`src/rtl/fp_div_pkg.sv`:
```
// fp_div_pkg: shared FSM encoding, Newton-Raphson seed constants and IEEE-754 special-value builders
package fp_div_pkg;
    typedef enum logic [2:0] {IDLE, SEED, MUL_DX, MUL_X2, MUL_Q, NORM, DONE} state_e;
    typedef enum logic [1:0] {SP_NONE, SP_NAN, SP_INF, SP_ZERO} sp_e;

    localparam int FL_INV = 3;
    localparam int FL_DBZ = 2;
    localparam int FL_OVF = 1;
    localparam int FL_UNF = 0;

    // Round-to-nearest fixed-point constants with fw fractional bits.
    function automatic logic [63:0] seed_c48(input int fw);
        return ((64'd48 << fw) + 64'd8) / 64'd17;
    endfunction

    function automatic logic [63:0] seed_c32(input int fw);
        return ((64'd32 << fw) + 64'd8) / 64'd17;
    endfunction

    function automatic logic [63:0] fp_build(input sp_e k, input logic s, input int ew, input int mw);
        return (64'(s) << (ew + mw))
             | (k == SP_ZERO ? 64'd0 : ((64'd1 << ew) - 64'd1) << mw)
             | (k == SP_NAN ? 64'd1 << (mw - 1) : 64'd0);
    endfunction
endpackage

```
`src/rtl/fx_umul.sv`:
```
// fx_umul: unsigned fixed-point multiplier, FW fractional bits, one registered truncating stage
module fx_umul #(
    parameter int W  = 29,
    parameter int FW = 27
) (
    input  logic         clk,
    input  logic         reset_n,
    input  logic [W-1:0] i_a,
    input  logic [W-1:0] i_b,
    output logic [W-1:0] o_p
);
    localparam int PW = 2 * W;
    logic [PW-1:0] w_prod;
    assign w_prod = PW'(i_a) * PW'(i_b);
    always_ff @(posedge clk or negedge reset_n)
        if (!reset_n) o_p <= '0;
        else          o_p <= W'(w_prod >> FW);
endmodule

```
`src/rtl/fp_nr_divider_seq.sv`:
```
// fp_nr_divider_seq: sequential FP divider, reciprocal of B by Newton-Raphson on one shared multiplier,
// valid/ready handshake, fixed latency, special-case handling and exception flags
module fp_nr_divider_seq import fp_div_pkg::*; #(
    parameter int EXP_W    = 8,
    parameter int MAN_W    = 23,
    parameter int NR_ITERS = 3,
    parameter int GUARD_W  = 4
) (
    input  logic                   clk,
    input  logic                   reset_n,
    input  logic                   in_valid,
    output logic                   in_ready,
    input  logic [EXP_W+MAN_W:0]   A,
    input  logic [EXP_W+MAN_W:0]   B,
    output logic                   out_valid,
    input  logic                   out_ready,
    output logic [EXP_W+MAN_W:0]   result,
    output logic [3:0]             flags
);
    localparam int FP_W = 1 + EXP_W + MAN_W;
    localparam int FW   = MAN_W + GUARD_W;
    localparam int W    = FW + 2;
    localparam int EW2  = EXP_W + 2;
    localparam int IT_W = $clog2(NR_ITERS + 1);
    localparam logic [W-1:0]   C48    = W'(seed_c48(FW));
    localparam logic [W-1:0]   C32    = W'(seed_c32(FW));
    localparam logic [W-1:0]   TWO    = W'(2) << FW;
    localparam logic [W-1:0]   Q_BIAS = W'(1) << (GUARD_W >= 2 ? GUARD_W - 2 : 0);
    localparam logic [EW2-1:0] BIAS   = EW2'((1 << (EXP_W - 1)) - 1);
    localparam logic [EW2-1:0] E_MAX  = EW2'((1 << EXP_W) - 1);

    state_e          r_state;
    sp_e             r_spec;
    logic [FP_W-1:0] r_a, r_b;
    logic [W-1:0]    r_x;
    logic [IT_W-1:0] r_it;
    logic [3:0]      r_sflags;

    logic [EXP_W-1:0] w_ea, w_eb;
    logic [MAN_W-1:0] w_ma, w_mb;
    logic             w_s, w_a_inf, w_b_inf, w_a_zero, w_b_zero, w_nan, w_q_ge1, w_ovf, w_unf;
    logic [W-1:0]     w_d, w_ahalf, w_p, w_x_cur, w_op_a, w_op_b, w_q, w_qn;
    logic [MAN_W-1:0] w_man;
    logic [EW2-1:0]   w_e;
    logic [63:0]      w_spec64;
    logic [FP_W-1:0]  w_res;
    logic [3:0]       w_sflags, w_flags;
    sp_e              w_kind, w_fkind;

    assign w_s      = r_a[FP_W-1] ^ r_b[FP_W-1];
    assign w_ea     = r_a[FP_W-2 -: EXP_W];
    assign w_eb     = r_b[FP_W-2 -: EXP_W];
    assign w_ma     = r_a[MAN_W-1:0];
    assign w_mb     = r_b[MAN_W-1:0];
    assign w_a_zero = ~|w_ea;
    assign w_b_zero = ~|w_eb;
    assign w_a_inf  = &w_ea && ~|w_ma;
    assign w_b_inf  = &w_eb && ~|w_mb;
    assign w_nan    = (&w_ea && |w_ma) || (&w_eb && |w_mb) || (w_a_zero && w_b_zero) || (w_a_inf && w_b_inf);
    assign w_kind   = w_nan ? SP_NAN : w_a_inf ? SP_INF : w_b_inf ? SP_ZERO : w_b_zero ? SP_INF : w_a_zero ? SP_ZERO : SP_NONE;

    always_comb begin
        w_sflags         = '0;
        w_sflags[FL_INV] = w_nan;
        w_sflags[FL_DBZ] = !w_nan && !w_a_inf && !w_b_inf && w_b_zero;
    end

    // {1,m}/2 in [0.5,1): the hidden bit lands on the first fractional bit.
    assign w_d     = W'({1'b1, w_mb}) << (GUARD_W - 1);
    assign w_ahalf = W'({1'b1, w_ma}) << (GUARD_W - 1);
    assign w_x_cur = (r_it == '0) ? C48 - w_p : w_p;
    assign w_op_a  = r_state == SEED ? C32 : r_state == MUL_DX ? w_d : r_state == MUL_X2 ? r_x : w_ahalf;
    assign w_op_b  = r_state == SEED ? w_d : r_state == MUL_DX ? w_x_cur : r_state == MUL_X2 ? TWO - w_p : w_p;

    fx_umul #(.W(W), .FW(FW)) u_mul (
        .clk    (clk),
        .reset_n(reset_n),
        .i_a    (w_op_a),
        .i_b    (w_op_b),
        .o_p    (w_p)
    );

    // Truncated NR products approach the quotient from below; a sub-ulp bias keeps exact quotients exact.
    assign w_q      = w_p + Q_BIAS;
    assign w_q_ge1  = |w_q[W-1:FW];
    assign w_qn     = w_q_ge1 ? w_q : w_q << 1;
    assign w_man    = MAN_W'(w_qn >> GUARD_W);
    assign w_e      = EW2'(w_ea) + BIAS - EW2'(w_eb) - EW2'(!w_q_ge1);
    assign w_ovf    = !w_e[EW2-1] && w_e >= E_MAX;
    assign w_unf    = w_e[EW2-1] || w_e == '0;
    assign w_fkind  = r_spec != SP_NONE ? r_spec : w_ovf ? SP_INF : w_unf ? SP_ZERO : SP_NONE;
    assign w_spec64 = fp_build(w_fkind, w_s, EXP_W, MAN_W);
    assign w_res    = w_fkind == SP_NONE ? {w_s, w_e[EXP_W-1:0], w_man} : FP_W'(w_spec64);

    always_comb begin
        w_flags         = r_sflags;
        w_flags[FL_OVF] = r_sflags[FL_OVF] | (r_spec == SP_NONE && w_ovf);
        w_flags[FL_UNF] = r_sflags[FL_UNF] | (r_spec == SP_NONE && !w_ovf && w_unf);
    end

    always_ff @(posedge clk or negedge reset_n) begin
        if (!reset_n) begin
            r_state   <= IDLE;
            r_spec    <= SP_NONE;
            r_a       <= '0;
            r_b       <= '0;
            r_x       <= '0;
            r_it      <= '0;
            r_sflags  <= '0;
            in_ready  <= 1'b1;
            out_valid <= 1'b0;
            result    <= '0;
            flags     <= '0;
        end else begin
            case (r_state)
                IDLE: if (in_valid) begin
                    r_a      <= A;
                    r_b      <= B;
                    flags    <= '0;
                    in_ready <= 1'b0;
                    r_state  <= SEED;
                end
                SEED: begin
                    r_spec   <= w_kind;
                    r_sflags <= w_sflags;
                    r_it     <= '0;
                    r_state  <= MUL_DX;
                end
                MUL_DX: begin
                    r_x     <= w_x_cur;
                    r_state <= MUL_X2;
                end
                MUL_X2: begin
                    r_it    <= r_it + 1'b1;
                    r_state <= r_it == IT_W'(NR_ITERS - 1) ? MUL_Q : MUL_DX;
                end
                MUL_Q: r_state <= NORM;
                NORM: begin
                    result    <= w_res;
                    flags     <= w_flags;
                    out_valid <= 1'b1;
                    r_state   <= DONE;
                end
                DONE: if (out_ready) begin
                    out_valid <= 1'b0;
                    in_ready  <= 1'b1;
                    r_state   <= IDLE;
                end
                default: r_state <= IDLE;
            endcase
        end
    end
endmodule

```
`config.mk`:
```
export PLATFORM = sky130hd
export DESIGN_NAME = fp_nr_divider_seq
export DESIGN_NICKNAME = d
export VERILOG_FILES = /design/src/rtl/fp_div_pkg.sv /design/src/rtl/fx_umul.sv /design/src/rtl/fp_nr_divider_seq.sv
export SDC_FILE = /design/constraint.sdc
export NUM_CORES = 2
export LEC_CHECK = 0
export ABC_AREA = 0
export BUFFER_PORTS_ARGS = -buffer_cell sky130_fd_sc_hd__buf_2
export CORE_MARGIN = 3
export CORE_UTILIZATION = 60
export CTS_CLUSTER_DIAMETER = 30
export DETAILED_ROUTE_END_ITERATION = 8
export PLACE_DENSITY = 0.82
export SETUP_SLACK_MARGIN = 0.15
export SKIP_CTS_REPAIR_TIMING = 1
export SLEW_MARGIN = 20
export SYNTH_ARGS = -nofsm -noshare
export SYNTH_HDL_FRONTEND = slang
export SYNTH_SLANG_ARGS = --single-unit
```
`constraint.sdc`:
```
create_clock -name clk -period 20.6 [get_ports clk]
set_input_delay 3.09 -clock clk [delete_from_list [all_inputs] [get_ports clk]]
set_output_delay 3.09 -clock clk [all_outputs]
set_load 0.01 [all_outputs]
```
==> results summary <==
Counting stages on the worst path, the most repeated cell is fa_1. The final RePlAce weighted congestion is roughly 1.1. The initial antenna violation count came out at 13. Measured against the total synthesized area, the mux share comes to between 2 and 3%.

The core footprint is slightly above 60000 µm². The die covers approximately 65000 µm². The routed via count divided by cell count is 6.28. The highest clock frequency the design can meet came out at 0.0836 GHz. The total I/O pin count is ~110. Of the available clock period, the critical path in the final layout requires 58.0%. The cell area after synthesis is about 37000 µm².

The run finished, with violations left. The initial utilization of the core area, before any placement, comes to 61.2%. The maximum level of the CTS H-tree is 4. The data arrival time at the worst-slack endpoint came out at 12.29 ns. The maximum clock path buffer count came out at 2. The maximum fanout along the worst path came out at 26.

The area fraction in compound gates after synthesis came out at approximately a tenth. The detailed router put a total of 44.3 mm of wire on met1. Among all cell types in the netlist, the one instantiated most often is inv_1.

During synthesis, Yosys emitted a total of 0 warnings. The synthesized netlist devotes 47.6% of its cell area to adder and majority cells. TritonCTS built the clock tree. The tightest min-delay check is of the flip-flop to flip-flop type.

The gate count of the mapped netlist came out at 4329. STA classifies the critical path endpoint as a flip-flop. The critical path start-end classification is flip-flop to flip-flop. The remaining design rule violation count came out at 4. The share of synthesized registers carrying an async set or reset came out at 100%. The final hold violation count was 0. The checks that failed: DRC.

The clock net in this run drives a total of 169 sinks. The sum of met3 wire segment lengths after detailed routing came out at roughly 19 mm. The slowest stage of the critical path is the dfrtp_2 cell. Summing the areas of all xor and xnor instances in the mapped netlist gives 2.42% of the synthesized area.

Of the cells placed in the final design, the portion with a size suffix greater than 1 is 7.60%. The met2 layer wire length in the routed design came out at around 54 mm. The combinational family with the most area after synthesis is adder cells. After global routing the overflow that remains totals 0. On the worst path, the slowest cell contributes a delay of about 0.78 ns. The most used flip-flop cell after synthesis is dfrtp_1. CTS placed an instance of clkbuf_16 at the clock tree root. The shortest clock period the worst path allows after layout is 11.96 ns. The share of the synthesized area in the top cell type is between 30% and 40%.

The number of nets in the final layout is 5365. Summed over all layers, the routed wires come to 129 mm. Once placement completed, the tool counted placed cells totaling ~5100. The synthesized design spends more area on one cell type than any other, namely fa_1. After detailed routing, the average wire length per cell comes to 24.9 µm. The via count of the first global-routing pass was 33499. The post-synthesis cell type count came out at 89. The port buffer count came out at around 110. Yosys mapped a number of flops with a built-in enable equal to 0. The wire length of the first global-routing pass came out at 199 mm. The number of register bits inferred by synthesis is 169.

The part of the Yosys area used for sequential elements came out at between 10% and 20%. The clock buffer count from CTS came out at 17. The number of cell rows came out at 90. The wire-length estimate of the detail-placed layout is 101 mm. By count the netlist is led by inv_1, nand2_1, fa_1. The width of the die is 255 µm. The simple logic cell fraction of the synthesized area is 15.2%. From bottom edge to top edge, the die measures 255 µm. In the post-synthesis netlist, the biggest area contributors are fa_1, dfrtp_1, ha_1, inv_1, nand2_1. Entering global routing, the biggest net connects 91 pins.

STA puts the critical path data required time at 20.94 ns. Setup repair after global routing left no endpoint under its margin. The vias after detailed routing came out at 32455. At the later pin of the worst-skew pair, clock insertion delay measures 0.47 ns. In this run the top signal layer used is met5. The post-place instance area came out at 38700 µm². The total of endpoints with negative setup slack in the final report came out at 0. The transition at the pin with the smallest max-transition slack is 1.20 ns.

The average cell area after synthesis came out at 8.61 µm². The initial DRC count is roughly 4300. The count of max-cap constraint violations is 0. The normalized max-slew margin is 19.9%. The first TritonRoute pass finished after 9 iterations. The startpoint type of the worst setup path is a flip-flop.

The count of placed standard cells in the final layout, fillers left out is between 5000 and 6000. The post-detailed-route count of antenna-violating nets is 0. The number of pins with negative max-slew slack in the final report is 0. The number of nets handed over by synthesis was ~5400.

Clock-pin slew was measured on the worst setup and hold paths at 0.08 ns. The worst clock skew is 0.0293 ns. In the global route stage, overall resource usage came out at 41.5%. The area growth from synthesis to layout is 5.50%. The area of all placed cells without fillers is 39300 µm².

The final sum of negative setup slack is 0 ns.
-- flip-flops by register name, summed over array words and instances (netlist names), 2 cells and up --
name       count
flags          4
r_a           32
r_b           32
r_it           2
r_sflags       2
r_spec         2
r_state        3
r_x           29
result        32
u_mul.o_p     29
-- through the flow --
stage               setup slack, ns  hold WS (ns)  util, %
finish                         8.64         0.480     64.5
global route                   8.16         0.506     64.5
CTS                            8.79         0.486     64.4
detailed placement             8.83         0.467     63.5
global placement               8.59         0.455     63.4
floorplan                     11.23         0.444        -
-- routing by layer --
layer	GRT usage [%]	up-vias
met2	60.1	2357
met1	50.6	15932
met4	29.1	12
li1	-	13479
met5	0.733	-
met3	17.2	675
-- placed cells by master (no fill, tap or decap), types with 25 or more instances in the layout --
master	instances
a31oi_1	26
a21oi_1	136
xor2_1	36
nand2_1	729
buf_2	104
nand4_1	25
mux2_2	60
o21a_1	46
nor2_1	312
o21ai_0	166
a21o_1	32
mux2i_1	35
nor3_1	45
nand3_1	69
ha_1	258
and2_1	42
xnor2_1	66
fa_1	724
buf_4	79
dfrtp_1	167
inv_1	833
-- kinds of logic after synthesis --
logic type | after synthesis
XOR/XNOR | 103
multiplexers | 95
buffers and inverters | 1054
adder cells (fa/ha/maj) | 982
flip-flops | 169
AO/OA/AOI/OAI | 592
AND/OR/NAND/NOR | 1334
-- path summary, 6_finish.rpt --
kind / startpoint / endpoint / slack, ns / depth (start not counted)
worst max-delay path: r_state[0]$_DFFE_PN0P_ / u_mul.o_p[21]$_DFF_PN0_ / 8.64 / 31
worst min-delay path: r_x[10]$_DFFE_PN0P_ / r_x[10]$_DFFE_PN0P_ / 0.48 / 2
worst max register to register: r_state[0]$_DFFE_PN0P_ / u_mul.o_p[21]$_DFF_PN0_ / 8.64 / 31
worst min register to register: r_x[10]$_DFFE_PN0P_ / r_x[10]$_DFFE_PN0P_ / 0.48 / 2
max in group asynchronous: reset_n / r_state[0]$_DFFE_PN0P_ / 16.30 / 2
min in group asynchronous: reset_n / u_mul.o_p[9]$_DFF_PN0_ / 2.70 / 1
-- final cells by class --
| class | instances | area, µm² |
|---|---|---|
| timing repair buffer | 185 | 1140 |
| clock inverter | 15 | 160 |
| antenna | 12 | 30.0 |
| sequential | 169 | 4230 |
| fill | 4950 | 21600 |
| inverter | 836 | 3140 |
| tap | 828 | 1040 |
| multi-input combinational | 3106 | 29100 |
| clock buffer | 17 | 425 |
-- worst max-delay path: cells and delay by family (launching register included) --
| kind | cells | cell delay (ns) |
|---|---|---|
| AO/OA/AOI/OAI | 6 | 2.28 |
| XOR/XNOR | 1 | 0.23 |
| adder cells (fa/ha/maj) | 9 | 4.41 |
| buffers and inverters | 5 | 1.14 |
| flip-flops | 1 | 0.78 |
| AND/OR/NAND/NOR | 10 | 2.97 |
Power is not shown: default switching activity piles up to over one toggle a cycle in this logic, so the estimate is an artifact.
